File: src/rtl/vga_timing_pkg.sv
// Default 640x480@60 raster timing and shared coordinate type for the VGA timing generator.
package vga_timing_pkg;
    localparam int H_VISIBLE_DEF = 640;
    localparam int H_FRONT_DEF   = 16;
    localparam int H_SYNC_DEF    = 96;
    localparam int H_BACK_DEF    = 48;
    localparam int V_VISIBLE_DEF = 480;
    localparam int V_FRONT_DEF   = 10;
    localparam int V_SYNC_DEF    = 2;
    localparam int V_BACK_DEF    = 33;
    localparam int COORD_MAX     = 1024;

    typedef logic [9:0] coord_t;

    function automatic int axis_total(input int vis, input int fp, input int sync, input int bp);
        return vis + fp + sync + bp;
    endfunction
endpackage

File: src/rtl/vga_axis_counter.sv
// One raster axis: modulo counter plus visible-window and active-low sync decode of the current count.
module vga_axis_counter
    import vga_timing_pkg::*;
#(
    parameter int VISIBLE = H_VISIBLE_DEF,
    parameter int FRONT   = H_FRONT_DEF,
    parameter int SYNC    = H_SYNC_DEF,
    parameter int BACK    = H_BACK_DEF
) (
    input  logic   clk,
    input  logic   rst_n,
    input  logic   inc,
    output coord_t cnt,
    output logic   visible,
    output logic   sync_n
);
    localparam int     TOTAL = axis_total(VISIBLE, FRONT, SYNC, BACK);
    localparam coord_t LAST  = coord_t'(TOTAL - 1);

    always_ff @(posedge clk or negedge rst_n) begin
        if (!rst_n)
            cnt <= '0;
        else if (inc)
            cnt <= (cnt == LAST) ? '0 : cnt + coord_t'(1);
    end

    // Decoded in int so a window edge at the full 1024 range cannot overflow.
    assign visible = int'(cnt) < VISIBLE;
    assign sync_n  = !((int'(cnt) >= VISIBLE + FRONT) && (int'(cnt) < VISIBLE + FRONT + SYNC));
endmodule

File: src/rtl/vga_timing_gen.sv
// Raster timing generator: registered DrawX/DrawY, blank, hs/vs, line/frame strobes and frame counter.
module vga_timing_gen
    import vga_timing_pkg::*;
#(
    parameter int H_VISIBLE = H_VISIBLE_DEF,
    parameter int H_FRONT   = H_FRONT_DEF,
    parameter int H_SYNC    = H_SYNC_DEF,
    parameter int H_BACK    = H_BACK_DEF,
    parameter int V_VISIBLE = V_VISIBLE_DEF,
    parameter int V_FRONT   = V_FRONT_DEF,
    parameter int V_SYNC    = V_SYNC_DEF,
    parameter int V_BACK    = V_BACK_DEF,
    parameter int FCNT_W    = 8
) (
    input  logic              vga_clk,
    input  logic              reset_n,
    input  logic              pix_en,
    output coord_t            DrawX,
    output coord_t            DrawY,
    output logic              blank,
    output logic              hs,
    output logic              vs,
    output logic              line_start,
    output logic              frame_start,
    output logic [FCNT_W-1:0] frame_cnt
);
    localparam int     H_TOTAL = axis_total(H_VISIBLE, H_FRONT, H_SYNC, H_BACK);
    localparam int     V_TOTAL = axis_total(V_VISIBLE, V_FRONT, V_SYNC, V_BACK);
    localparam coord_t H_LAST  = coord_t'(H_TOTAL - 1);

    if (H_TOTAL > COORD_MAX) begin : g_h_too_big
        $error("vga_timing_gen: H_TOTAL %0d exceeds 10-bit counter", H_TOTAL);
    end
    if (V_TOTAL > COORD_MAX) begin : g_v_too_big
        $error("vga_timing_gen: V_TOTAL %0d exceeds 10-bit counter", V_TOTAL);
    end

    coord_t h_cnt, v_cnt;
    logic   h_vis, v_vis, h_sync_n, v_sync_n;
    logic   h_wrap, at_line0, at_frame0;

    assign h_wrap    = pix_en && (h_cnt == H_LAST);
    assign at_line0  = (h_cnt == '0);
    assign at_frame0 = at_line0 && (v_cnt == '0);

    vga_axis_counter #(
        .VISIBLE(H_VISIBLE), .FRONT(H_FRONT), .SYNC(H_SYNC), .BACK(H_BACK)
    ) u_h (
        .clk(vga_clk), .rst_n(reset_n), .inc(pix_en),
        .cnt(h_cnt), .visible(h_vis), .sync_n(h_sync_n)
    );

    vga_axis_counter #(
        .VISIBLE(V_VISIBLE), .FRONT(V_FRONT), .SYNC(V_SYNC), .BACK(V_BACK)
    ) u_v (
        .clk(vga_clk), .rst_n(reset_n), .inc(h_wrap),
        .cnt(v_cnt), .visible(v_vis), .sync_n(v_sync_n)
    );

    // Outputs show the decode of the pre-advance counters, so they trail them by one enabled edge.
    always_ff @(posedge vga_clk or negedge reset_n) begin
        if (!reset_n) begin
            DrawX       <= '0;
            DrawY       <= '0;
            blank       <= 1'b0;
            hs          <= 1'b1;
            vs          <= 1'b1;
            line_start  <= 1'b0;
            frame_start <= 1'b0;
            frame_cnt   <= '0;
        end else if (pix_en) begin
            DrawX       <= h_cnt;
            DrawY       <= v_cnt;
            blank       <= h_vis && v_vis;
            hs          <= h_sync_n;
            vs          <= v_sync_n;
            line_start  <= at_line0;
            frame_start <= at_frame0;
            if (at_frame0)
                frame_cnt <= frame_cnt + 1'b1;
        end else begin
            line_start  <= 1'b0;
            frame_start <= 1'b0;
        end
    end
endmodule
File: config.mk
export PLATFORM = sky130hd
export DESIGN_NAME = vga_timing_gen
export DESIGN_NICKNAME = d
export VERILOG_FILES = /design/src/rtl/vga_timing_pkg.sv /design/src/rtl/vga_axis_counter.sv /design/src/rtl/vga_timing_gen.sv
export SDC_FILE = /design/constraint.sdc
export NUM_CORES = 1
export LEC_CHECK = 0
export ABC_CLOCK_PERIOD_IN_PS = 1800
export CORE_ASPECT_RATIO = 0.8
export CORE_UTILIZATION = 48
export DETAILED_ROUTE_END_ITERATION = 10
export GPL_TIMING_DRIVEN = 0
export PLACE_DENSITY = 0.8
export SLEW_MARGIN = 0
export SYNTH_ARGS = -nofsm -noshare
export SYNTH_HDL_FRONTEND = slang
export SYNTH_SLANG_ARGS = --single-unit
File: constraint.sdc
create_clock -name vga_clk -period 1.8 [get_ports vga_clk]
set_input_delay 0.36 -clock vga_clk [delete_from_list [all_inputs] [get_ports vga_clk]]
set_output_delay 0.36 -clock vga_clk [all_outputs]
set_load 0.1 [all_outputs]
# == Word level (Yosys, flattened, before mapping) ==
# Index checks and enable logic that the tools add are counted.
# word_totals
regBits,53
output_inout_bits,33
word_cells,35
# op_classes
add_sub_neg,3
order_cmp,6
eq_ne,2
mux,4
n_reduce_logical,10
# ops
operator,n
$add A10 B1 Y10 const B,2
$eq A10 B10 Y1 const B,2
$logic_not A10 Y1,2
$lt A10 B10 Y1 const B,2
$lt A10 B9 Y1 const B,2
$mux W10,2
$ge A10 B10 Y1 const B,1
$ge A10 B9 Y1 const B,1
$add A8 B1 Y8 const B,1
$logic_and A1 B1 Y1,5
$logic_not A1 Y1,2
$mux W1,2
$reduce_and A2 Y1,1

# == Longest topological paths before layout ==
# Gate-level depths: netlist (run 1).
# depth
word_depth,3
mapped_depth,7
depth_no_buf,6

# == By module ==
# Synthesis (run 1) repeated with hierarchy kept, for this count alone.
# unflattened
hier_cells,222
hier_area_um2,2602.5
# modules_own_cells
module,n_inst,cells_per_inst,area_each_um2,seq_area_each_um2
vga_timing_gen,1,99,1453.9,828.3
vga_axis_counter at u_v,1,61,580.6,250.2
vga_axis_counter at u_h,1,62,568.0,250.2

# == Least setup slack after synthesis (run 1) ==
# OpenSTA, ideal clock, no wires.
# synth_timing
kind,register to register
from,register u_h.cnt[7]
to,register frame_cnt[1]
setup_time_ns,0.127
t_arrival_ns,1.876
required_ns,1.673
setup_slack_ns,-0.203
path_stages_with_launch,6
n_path_buf,1
cell_sequence,dfrtp_1 buf_6 or4_4 nor4_4 and2_4 mux2_4
# synth_via
elab_chain_cells,3
# synth_rtl
item,line,rtl
from (decl),vga_axis_counter.sv:13,"output coord_t cnt,"
from (signal assigned),vga_axis_counter.sv:24,cnt <= (cnt == LAST) ? '0 : cnt + coord_t'(1);
$logic_not A10 Y1,vga_timing_gen.sv:43,assign at_line0 = (h_cnt == '0);
$logic_and A1 B1 Y1,vga_timing_gen.sv:44,assign at_frame0 = at_line0 && (v_cnt == '0);
$reduce_and A2 Y1 (no source line),n/a,
to (signal assigned),vga_timing_gen.sv:80,frame_cnt <= frame_cnt + 1'b1;
to (decl),vga_timing_gen.sv:25,output logic [FCNT_W-1:0] frame_cnt
# Every way passes these cells.
# A chain may end at the register's enable or synchronous reset.

# == Final worst setup path (run 1) ==
# Same ends and word-level chain as after synthesis.

==> summary.md, run 1 <==
| Metric | Value |
|---|---|
| Status | `complete, but fails checks` |
| Failing checks | `negative setup slack` |
| Cell row count | `22` |
| Tmin final | `1.92 ns` |
| Layout Cells excl Fill | `between 300 and 400` |
| Wire length per cell | `15.6 µm` |
| Crit-path max cell delay | `0.52 ns` |
| Total number of vias | `1882` |
| Area of the multi-input gates | `1110 µm²` |
| DR vias/cell | `5.72` |
| Htree depth | `2` |
| Synth unique cells | `43` |
| Largest net degree at the start of global routing | `28` |
| CTS Sinks | `53` |
| CTS tree | `yes` |
| Longest Clk Path Bufs | `2` |
| Critical Path Start | `u_h.cnt[7]` |
| Lkg Pwr | `1.46 nW` |
| RD Place Congestion | `0.904` |
| DP Cell Count | `a little over 300` |
| Dominant cell type by area after synthesis | `dfrtp_1` |
| Register area | `1330 µm²` |
| Die Footprint | `roughly 5400 µm²` |
| # hold bufs at CTS | `0` |
| Critical path data required time | `2.00 ns` |
| Post-synth EDFFs | `0` |
| WHS | `0.0555 ns` |
| Number of remaining DRC errors | `0` |
| RSZ-0062 raised after global routing | `true` |
| Core area | `4730 µm²` |
| Worst Setup Start Kind | `flip-flop` |
| Nets | `276` |
| Clock Skews | `about 0.0074 ns` |
| Syn_area_per_cell | `11.6 µm²` |
| First-pass GRT wire length | `8.66 mm` |
| Die Y | `approximately 66 µm` |
| Max cap viols | `0` |
| # fillers | `352` |
| Post-DRT Antenna Nets | `0` |
| Share of the synthesized area in the top cell type | `52.0%` |
| Synthesized net count | `219` |
| Worst slew pin tran | `roughly 0.62 ns` |
| Fin worst setup slack | `-0.116 ns` |
| Share of cells above drive strength 1 | `between 30% and 40%` |
| Vias in the first global route | `approximately 1.7k` |
| Max-slew violation count | `0` |
| Crit-path slowest cell | `or4_4` |
| Mapped Area | `~2500 µm²` |
| WS Path Type | `flip-flop to flip-flop` |
| Grt ovf | `0` |
| Clock-pin slew on the worst setup and hold paths | `0.09 ns` |
| Num CTS Buffers | `5` |
| Layout area overhead | `30.2%` |
| Ranking of synthesized cells by area | `dfrtp_1, mux2_2, xnor2_1` |
| Post-synthesis register bit count | `between 50 and 60` |
| Crit. End Element | `flip-flop` |
| Drt pass-1 iters | `5` |
| DIE WIDTH | `82.0 µm` |
| Setup violations, final | `9` |
| Final hold vios | `0` |
| Tot GR Track Use | `around 22%` |
| Critical path peak fanout | `6` |
| Ports | `36` |
| Worst slack, placed | `-0.426 ns` |
| Worst EP arrival | `2.11 ns` |
| Initial antenna violation count | `0` |
| Final TNS setup | `-0.464 ns` |
| Diode count | `0` |
| Final period utilization | `106%` |
| Syn Inst Count | `211` |
| R2r startpoint | `u_h.cnt[7]` |
| Post-DP HPWL | `3.39 mm` |
| Yosys warns | `0` |
| Power density over the cells | `about 960 nW/µm²` |
| WL final | `5.12 mm` |
| Async SR Flop Fraction | `100%` |
| Maximum vdd ir drop | `0.000765 V` |
| Slew HR | `58.4%` |
| Root buffer cell | `clkbuf_8` |
| Clk_lat worst skew | `0.31 ns` |
| Crit path cell chain | `buf_6 > or4_4 > nor4_4 > and2_4 > mux2_4` |
| Port Buf Inserts | `34` |
| Drt first-iter violations | `just over 90` |
| Sequential share of the synthesized area | `between 50% and 60%` |
| Starting Density | `51.8%` |
| Worst Hold Class | `input pin to async pin` |
| Max frequency | `0.522 GHz` |
| Dominant synthesized flop cell | `dfrtp_1` |
## final timing paths
kind / endpoint / slack [ns] / cells past startpoint
worst max-delay path: frame_cnt[1] / -0.12 / 5
min in group vga_clk: DrawY[9] / 0.46 / 2
worst min register to register: frame_cnt[7] / 0.48 / 1
worst min-delay path: DrawX[4] / 0.06 / 1
worst max register to register: frame_cnt[1] / -0.12 / 5
max in group asynchronous: u_v.cnt[7] / 1.18 / 2
## flip-flops by register name, indices dropped and copies added (netlist names)
name / cells
DrawX: 10
DrawY: 10
blank: 1
frame_cnt: 8
frame_start: 1
hs: 1
line_start: 1
u_h.cnt: 10
u_v.cnt: 10
vs: 1
## cell usage after synthesis, drive strengths merged (3+ instances only)
library cell and n:
clkbuf 3, nor3 9, ha 5, nor4 6, xor2 4, nand2 11
nor2 9, dfrtp 51, o21ai 6, and3 9, a21oi 5, buf 8
nand3 7, and2 5, inv 5, nand4 12, xnor2 12, mux2 22
## layout by cell type, fill, tap and decap left out, drive strengths merged, types with 6 or more instances in the layout
cell type and n:
nor2 9, nand4 12, xnor2 12, nor3 9
mux2 22, o21ai 6, buf 26, nor4 6
and3 9, clkbuf 8, nand3 7, nand2 11
dfrtp 51, clkdlybuf4s15 33
## critical path: cells and delay by family, from the launching register on
kind / cells / cell delay, ns
buffers and inverters: 1 / 0.13
and+or+nand+nor: 3 / 1.00
DFF: 1 / 0.39
muxes: 1 / 0.29
## layer usage
layer  share of wire (%)  up-vias  wire length (µm)  global-route usage, %
met5                   0        -                 0                      0
met4                0.86        0                44                   6.58
met3                 5.8        6               297                   4.83
met2                  45       68              2300                   32.2
met1                  48      930              2480                   31.1
li1                    -      878                 -                      -
## cell type report
type                    count  area share (%)
repair buffers             52            16.3
inverters                   5           0.587
well taps                  60            2.35
plain buffers               9            1.76
clock buffers               6            2.27
flip-flops and latches     53            41.6
clock inverters             2           0.313
multi-input cells         142            34.8
## cells by family (layout without fill, tap and decap cells)
kind of cell / Yosys count / in the layout / synth area share, %
compound gates: 21 / 21 / 5.45
xor+xnor: 16 / 16 / 5.71
fa+ha+maj: 5 / 5 / 2.55
buf+inv: 16 / 74 / 3.16
flops: 53 / 53 / 54.1
mux: 22 / 22 / 10.2
simple gates: 78 / 78 / 18.8
## timing repair
item | 4_1_cts | 5_1_grt
setup buffers | 15 | 2
cloned | 0 | 0
gates resized for setup | 106 | 8
pin swaps | 10 | 8
endpoints found under the setup margin | 50 | 20
## report_power, final
group	total [W]	switching, W	internal (W)	leakage, nW
clock	0.000651	0.000380	0.000271	0.0450
sequential	0.00137	0.0000702	0.00130	0.698
combinational	0.00105	0.000728	0.000321	0.721
total	0.00307	0.00118	0.00189	1.46
## through the flow
step	area (µm²)	power [W]	utilization, %
5_1_grt	3200	0.00321	67.5
2_1_floorplan	2460	0.00213	-
4_1_cts	3160	0.00307	66.7
6_report	3200	0.00307	67.5
3_3_place_gp	2870	0.00233	60.7
3_5_place_dp	2890	0.00236	61.0
(Power assumes the default switching activity.)
==> inputs of run 2 (changes only) <==
--- a/config.mk
+++ b/config.mk
@@ -5,11 +5,13 @@
 export SDC_FILE = /design/constraint.sdc
 export NUM_CORES = 1
 export LEC_CHECK = 0
+export ABC_AREA = 1
 export ABC_CLOCK_PERIOD_IN_PS = 1800
 export CORE_ASPECT_RATIO = 0.8
-export CORE_UTILIZATION = 48
+export CORE_UTILIZATION = 49
 export DETAILED_ROUTE_END_ITERATION = 10
 export GPL_TIMING_DRIVEN = 0
+export HOLD_SLACK_MARGIN = 0.06
 export PLACE_DENSITY = 0.8
 export SLEW_MARGIN = 0
 export SYNTH_ARGS = -nofsm -noshare
==> summary.md, run 2 <==
| Metric | Value |
|---|---|
| Post-DP HPWL | `4.35 mm (+28%)` |
| Synthesized net count | `341 (+56%)` |
| Initial antenna violation count | `0 (unchanged)` |
| Worst Setup Start Kind | `flip-flop` |
| Max-slew violation count | `0 (unchanged)` |
| Vias in the first global route | `2131 (+24%)` |
| Total number of vias | `2303 (+22%)` |
| Syn Inst Count | `333 (+58%)` |
| Crit-path max cell delay | `0.55 ns (+0.03 ns)` |
| Mapped Area | `2680 µm² (+9.2%)` |
| RD Place Congestion | `0.876 (-3.1%)` |
| Worst Hold Class | `input pin to flip-flop` |
| Largest net degree at the start of global routing | `38 (+36%)` |
| Diode count | `0 (unchanged)` |
| Htree depth | `2 (unchanged)` |
| Complex-gate fraction of the synthesized area | `6.21% (+0.76 points)` |
| Post-Synth Simple-Gate Area | `31.0% (+12 points)` |
| Fin worst setup slack | `0.0336 ns (+0.149 ns)` |
| Maximum vdd ir drop | `0.000889 V (+16%)` |
| Clock Skews | `0.00724 ns (-0.000199 ns)` |
| Clock-pin slew on the worst setup and hold paths | `0.09 ns (about the same)` |
| Buffers & Inverters on Critical Path | `1 (unchanged)` |
| Post-DRT Antenna Nets | `0 (unchanged)` |
| Root buffer cell | `clkbuf_8` |
| Most frequent cells after synthesis | `nand2_1, dfrtp_1, inv_1` |
| RSZ-0062 raised after global routing | `false` |
| Syn_area_per_cell | `8.05 µm² (-31%)` |
| DR vias/cell | `5.25 (-8.3%)` |
| Drt pass-1 iters | `6 (+1)` |
| Clk_lat worst skew | `0.30 ns (about the same)` |
| Max cap viols | `0 (unchanged)` |
| Crit-path slowest cell | `dfstp_2` |
| Share of cells above drive strength 1 | `19.4% (-20 points)` |
| Critical path data required time | `1.44 ns (-0.56 ns)` |
| Status | `completed` |
| Mux contribution to synthesized area | `0% (-10 points)` |
| Share of the synthesized area in the top cell type | `47.6% (-4.4 points)` |
| Final period utilization | `98.1% (-8.3 points)` |
| Worst EP arrival | `1.41 ns (-0.70 ns)` |
| Ranking of synthesized cells by area | `dfrtp_1, nand2_1, nand3_1` |
| Critical path peak fanout | `2 (-4)` |
| WS Path Type | `flip-flop to output pin` |
| Wire length per cell | `13.6 µm (-13%)` |
| Die Footprint | `5770 µm² (+6.8%)` |
| CTS Sinks | `53 (unchanged)` |
| Most common cell after layout, fill and taps aside | `nand2_1` |
| Die Y | `68.2 µm (+3.3%)` |
| Cell row count | `23 (+4.5%)` |
| Post-synth EDFFs | `0 (unchanged)` |
| Setup violations, final | `0 (-9)` |
| Drt first-iter violations | `166 (+80%)` |
| CP top delay family | `flip-flops` |
| Nets | `384 (+39%)` |
| Most frequent cell after synthesis | `nand2_1` |
| Dominant cell type by area after synthesis | `dfrtp_1` |
| WL final | `5.97 mm (+17%)` |
| DIE WIDTH | `84.7 µm (+3.3%)` |
| Post-Synth Adder-Cell Area | `2.33% (-0.21 points)` |
| Lkg Pwr | `1.58 nW (+8.0%)` |
| Starting Density | `52.3% (+0.47 points)` |
| Synth unique cells | `33 (-23%)` |
| Yosys warns | `0 (unchanged)` |
| Port Buf Inserts | `34 (unchanged)` |
| Worst slew pin tran | `0.612 ns (-0.0121 ns)` |
| Most frequent cells in the layout | `nand2_1, dfrtp_1, inv_1, clkdlybuf4s15_2, nor2_1` |
| Num CTS Buffers | `5 (unchanged)` |
| First-pass GRT wire length | `10.2 mm (+18%)` |
| Post-synthesis register bit count | `53 (unchanged)` |
| Layout area overhead | `23.1%` |
| Ports | `36 (unchanged)` |
| Largest family of logic cells by synthesized area | `simple AND/OR/NAND/NOR gates` |
| Async SR Flop Fraction | `100% (unchanged)` |
| Number of remaining DRC errors | `0 (unchanged)` |
| Final hold vios | `0 (unchanged)` |
| Tot GR Track Use | `22.9% (+1.3 points)` |
| CTS tree | `yes` |
| Crit. End Element | `output pin` |
| Core area | `5120 µm² (+8.2%)` |
| Post-synthesis xor/xnor area fraction | `2.94% (-2.8 points)` |
| Max frequency | `0.566 GHz (+8.5%)` |
| WHS | `0.408 ns (+0.353 ns)` |
| Slew HR | `59.2% (+0.81 points)` |
| Power density over the cells | `1240 nW/µm² (+29%)` |
| Grt ovf | `0 (unchanged)` |
| Sequential share of the synthesized area | `49.6% (-4.5 points)` |
| Worst R2R Setup Slack | `0.16 ns (+0.28 ns)` |
| Dominant synthesized flop cell | `dfrtp_1` |
| Worst slack, placed | `-0.203 ns (+0.224 ns)` |
| Crit path cell chain | `clkdlybuf4s15_2` |
| Longest Clk Path Bufs | `2 (unchanged)` |
| Tmin final | `1.77 ns (-0.149 ns)` |
==> run 2: changes by cell type after synthesis, moves of 8 or more <==
cell,change
inv_1,+28
o21ai_1,+9
nand3_1,+19
nand2_1,+81
and3_1,-8
xnor2_1,-10
o21ai_0,+16
nor2_1,+22
mux2_2,-21
==> run 2: final cells by class <==
type	instances	area, µm²
Inverter	39	150
Timing Repair Buffer	36	407
Clock buffer	5	68.8
Clock inverter	3	65.1
Multi-Input combinational cell	230	1140
Sequential cell	53	1330
Tap cell	62	77.6
Fill cell	457	1820
Buffer	11	61.3
==> run 2: final timing paths <==
kind                       depth (start not counted)            to  startpoint
max                                                1            vs          vs
min                                                3      DrawX[0]      pix_en
max reg2reg                                        9  frame_cnt[7]  u_v.cnt[0]
min reg2reg                                        2      DrawX[0]    DrawX[0]
max in group asynchronous                          3            vs     reset_n
min in group asynchronous                          2  frame_cnt[1]     reset_n
==> run 2: cell families (layout without fill, tap and decap cells) <==
logic type | after synthesis | in the layout
buffers and inverters | 50 | 94
AOI/OAI and AO/OA | 33 | 33
DFF | 53 | 53
xor gates and xnor gates | 9 | 9
and+or+nand+nor | 183 | 183
adders and majority gates | 5 | 5
==> run 2: where the power goes <==
group	switching [W]	internal, W
combinational	0.00122	0.000351
sequential	0.000191	0.00140
clock	0.000384	0.000552
total	0.00180	0.00230
==> run 2: through the flow <==
stage	TNS (ns)	power [W]	util, %	instance area (µm²)	instances
3_3_place_gp	-64.45	0.00316	60.5	3100	429
3_5_place_dp	-1.79	0.00320	60.8	3110	430
6_report	0	0.00410	64.4	3300	439
5_1_grt	0	0.00430	64.4	3300	439
2_1_floorplan	0	0.00281	-	2680	333
4_1_cts	0	0.00412	64.4	3300	439
==> run 2: what timing repair did <==
action                                  CTS  global route
hold buffers                              1             0
resized for setup                        99             0
hold endpoints to repair                 16             0
endpoints found under the setup margin   33             0
buffers inserted                          0             0
==> run 2: routing by layer <==
layer | GRT usage, % | vias up | wire length, µm
met5 | 0 | - | 0
met3 | 3.86 | 6 | 297
met4 | 5.51 | 0 | 45
li1 | - | 1136 | -
met2 | 38.2 | 69 | 2690
met1 | 31.6 | 1092 | 2930
==> inputs of run 3 (changes only) <==
--- a/config.mk
+++ b/config.mk
@@ -8,12 +8,14 @@
 export ABC_AREA = 1
 export ABC_CLOCK_PERIOD_IN_PS = 1800
 export CORE_ASPECT_RATIO = 0.8
-export CORE_UTILIZATION = 49
+export CORE_UTILIZATION = 50
 export DETAILED_ROUTE_END_ITERATION = 10
 export GPL_TIMING_DRIVEN = 0
 export HOLD_SLACK_MARGIN = 0.06
-export PLACE_DENSITY = 0.8
+export PLACE_DENSITY = 0.81
+export SKIP_CTS_REPAIR_TIMING = 1
 export SLEW_MARGIN = 0
 export SYNTH_ARGS = -nofsm -noshare
 export SYNTH_HDL_FRONTEND = slang
+export SYNTH_HIERARCHICAL = 1
 export SYNTH_SLANG_ARGS = --single-unit
==> summary.md, run 3 <==
| Metric | Value |
|---|---|
| Post-route cell area | `3270 µm² (-0.76%)` |
| DP Area | `3200 µm² (+2.8%)` |
| Most frequent cells after synthesis | `nand2_1, dfrtp_1, inv_1` |
| Post-DP HPWL | `4.45 mm (+2.3%)` |
| Sequential share of the synthesized area | `48.3% (-1.2 points)` |
| Crit-path slowest cell | `dlymetal6s2s_1` |
| Clock power share | `19.5% (-3.3 points)` |
| RD Place Congestion | `0.948 (+8.2%)` |
| Worst slew pin tran | `0.977 ns (+0.364 ns)` |
| Critical path data required time | `1.44 ns (about the same)` |
| Area of the multi-input gates | `1220 µm² (+7.5%)` |
| Clock-pin slew on the worst setup and hold paths | `0.10 ns (about the same)` |
| Grt ovf | `0 (unchanged)` |
| Worst Hold Class | `input pin to async pin` |
| RSZ-0062 raised after global routing | `true` |
| Max cap viols | `0 (unchanged)` |
| Ranking of synthesized cells by area | `dfrtp_1, nand2_1, inv_1` |
| Initial antenna violation count | `0 (unchanged)` |
| Root buffer cell | `clkbuf_8` |
| Mapped Area | `2750 µm² (+2.6%)` |
| Most common cell after layout, fill and taps aside | `nand2_1` |
| Diode count | `0 (unchanged)` |
| Switch share | `44.4% (+0.49 points)` |
| Ports | `36 (unchanged)` |
| Pint | `0.00187 W (-19%)` |
| Seq pwr share | `46.3% (+7.6 points)` |
| Yosys warns | `6 (+6)` |
| Longest Clk Path Bufs | `2 (unchanged)` |
| Pwr Total | `0.00336 W (-18%)` |
| Combinational power share | `34.2% (-4.2 points)` |
| Most frequent cells in the layout | `nand2_1, inv_1, dfrtp_1` |
| CTS tree | `yes` |
| Tot GR Track Use | `21.9% (-0.93 points)` |
| Post-synthesis register bit count | `53 (unchanged)` |
| Share of the synthesized area in the top cell type | `46.4% (-1.2 points)` |
| Post-synth EDFFs | `0 (unchanged)` |
| Switching pwr | `0.00149 W (-17%)` |
| WL final | `6.23 mm (+4.4%)` |
| Largest net degree at the start of global routing | `42 (+11%)` |
| Final period utilization | `98.4% (+0.30 points)` |
| WS Path Type | `flip-flop to output pin` |
| Die Footprint | `5800 µm² (+0.50%)` |
| Async SR Flop Fraction | `100% (unchanged)` |
| Starting Density | `53.4% (+1.0 points)` |
| Synthesized net count | `366 (+7.3%)` |
| Wire length per cell | `13.3 µm (-2.5%)` |
| Lkg Pwr | `1.86 nW (+18%)` |
| Critical Path Start | `DrawY[5]` |
| Cell row count | `23 (unchanged)` |
| Power density over the cells | `1030 nW/µm² (-17%)` |
| Critical path peak fanout | `2 (unchanged)` |
| First-pass GRT wire length | `9.85 mm (-3.8%)` |
| Final hold vios | `0 (unchanged)` |
| Crit. End Element | `output pin` |
| CP endpoint | `DrawY[5]` |
| Failing checks | `design-rule violations` |
| Core area | `5150 µm² (+0.56%)` |
| Post-DRT Antenna Nets | `0 (unchanged)` |
| Slew HR | `34.8% (-24 points)` |
| Die Y | `68.3 µm (+0.25%)` |
| Synth unique cells | `29 (-12%)` |
| Layout area overhead | `19.1%` |
| CTS Sinks | `53 (unchanged)` |
| # fillers | `420 (-8.1%)` |
| DIE WIDTH | `84.9 µm (+0.25%)` |
| Syn_area_per_cell | `7.68 µm² (-4.6%)` |
| Crit-path max cell delay | `0.75 ns (+0.20 ns)` |
| Drt first-iter violations | `168 (+1.2%)` |
| Dominant cell type by area after synthesis | `dfrtp_1` |
| Worst R2R Setup Slack | `0.08 ns (-0.08 ns)` |
| Htree depth | `2 (unchanged)` |
| Clk_lat worst skew | `0.30 ns (about the same)` |
| Levels on crit path | `1 (unchanged)` |
| Dominant synthesized flop cell | `dfrtp_1` |
| Worst Setup Start Kind | `flip-flop` |
| Buffers & Inverters on Critical Path | `1 (unchanged)` |
| FF-to-FF End | `u_v/cnt[6]` |
| Num CTS Buffers | `5 (unchanged)` |
| Worst EP arrival | `1.41 ns (about the same)` |
| Drt pass-1 iters | `7 (+1)` |
| Finished Core Util | `63.5% (-0.85 points)` |
| Share of cells above drive strength 1 | `19.9% (+0.49 points)` |
| Most frequent cell after synthesis | `nand2_1` |
| Number of remaining DRC errors | `5 (+5)` |
| Clock Skews | `0.00928 ns (+0.00204 ns)` |
| Setup violations, final | `0 (unchanged)` |
| Port Buf Inserts | `35 (+2.9%)` |
| Total number of vias | `2444 (+6.1%)` |
| Status | `complete, but fails checks` |
| Reg2reg path depth | `9 (unchanged)` |
| DR vias/cell | `5.20 (-0.88%)` |
| Crit path cell chain | `dlymetal6s2s_1` |
| Vias in the first global route | `2180 (+2.3%)` |
| Max-slew violation count | `0 (unchanged)` |
| Nets | `415 (+8.1%)` |
| Max frequency | `0.564 GHz (-0.31%)` |
| Tmin final | `1.77 ns (+0.00543 ns)` |
| Syn Inst Count | `358 (+7.5%)` |
| Maximum vdd ir drop | `0.000540 V (-39%)` |
| Register area | `1340 µm² (+0.85%)` |
| CP top delay family | `buffers and inverters` |
| R2r startpoint | `u_h/cnt[5]` |
## run 3: changes by cell type in the layout (fill, tap and decap cells not counted), sizes merged, moves of 7 or more
| cell | delta |
|---|---|
| dlymetal6s2s | +10 |
| nor2 | +7 |
| clkbuf | +22 |
| inv | +14 |
| o21ai | -16 |
| clkdlybuf4s15 | -33 |
| nand2 | +30 |
## run 3: logic make-up after synthesis
logic type	share of synthesized area (%)
compound gates	4.28
xor+xnor	2.55
fa+ha+maj	2.28
buf+inv	8.10
flops	48.3
simple gates	34.5
## run 3: metal layers
layer	wire [µm]	GRT usage [%]	vias to the layer above
met4	53	7.20	0
li1	-	-	1203
met1	2930	29.9	1155
met5	0	0	-
met3	339	3.62	4
met2	2910	36.2	82
## run 3: worst min path at each step
stage	slack, ns	endpoint
floorplan	0.06	DrawX[0]
global placement	0.45	vs
detailed placement	0.27	line_start
CTS	-0.06	line_start
global route	0.50	DrawY[9]
finish	0.47	line_start
## run 3: area by class of cell
| class | instances | share of cell area [%] |
|---|---|---|
| Sequential cell | 53 | 40.9 |
| Clock inverter | 3 | 0.535 |
| Multi-Input combinational cell | 247 | 37.4 |
| Timing Repair Buffer | 42 | 9.82 |
| Buffer | 6 | 0.841 |
| Clock buffer | 5 | 2.10 |
| Tap cell | 62 | 2.37 |
| Inverter | 52 | 5.96 |
## run 3: worst reg2reg max path, stage by stage, from the launching register on
cell and delay [ns]:
dfrtp_2 0.45, inv_2 0.07, nand4_1 0.13, nor4_4 0.34, buf_4 0.19, nand2_4 0.06, nor2_4 0.13, nand2_2 0.08
xor2_1 0.13, inv_1 0.05
## run 3: power groups by stage
stage	sequential [W]	combinational [W]	clock, W
3_5_place_dp	0.00156	0.00115	0
6_report	0.00155	0.00115	0.000656
5_1_grt	0.00158	0.00123	0.000716
4_1_cts	0.00154	0.00115	0.000673
3_3_place_gp	0.00155	0.00113	0
2_1_floorplan	0.00204	0.000353	0
## run 3: through the flow
step	cells	worst slack [ns]	hold WS [ns]	TNS [ns]
after global placement	455	-1.33	0.454	-67.64
after floorplan	358	0.0323	0.0644	0
after detailed placement	456	-0.758	0.267	-8.28
after global routing	470	-0.0319	0.505	-0.0842
final	470	0.0282	0.469	0
after CTS	464	-0.532	-0.0567	-16.17
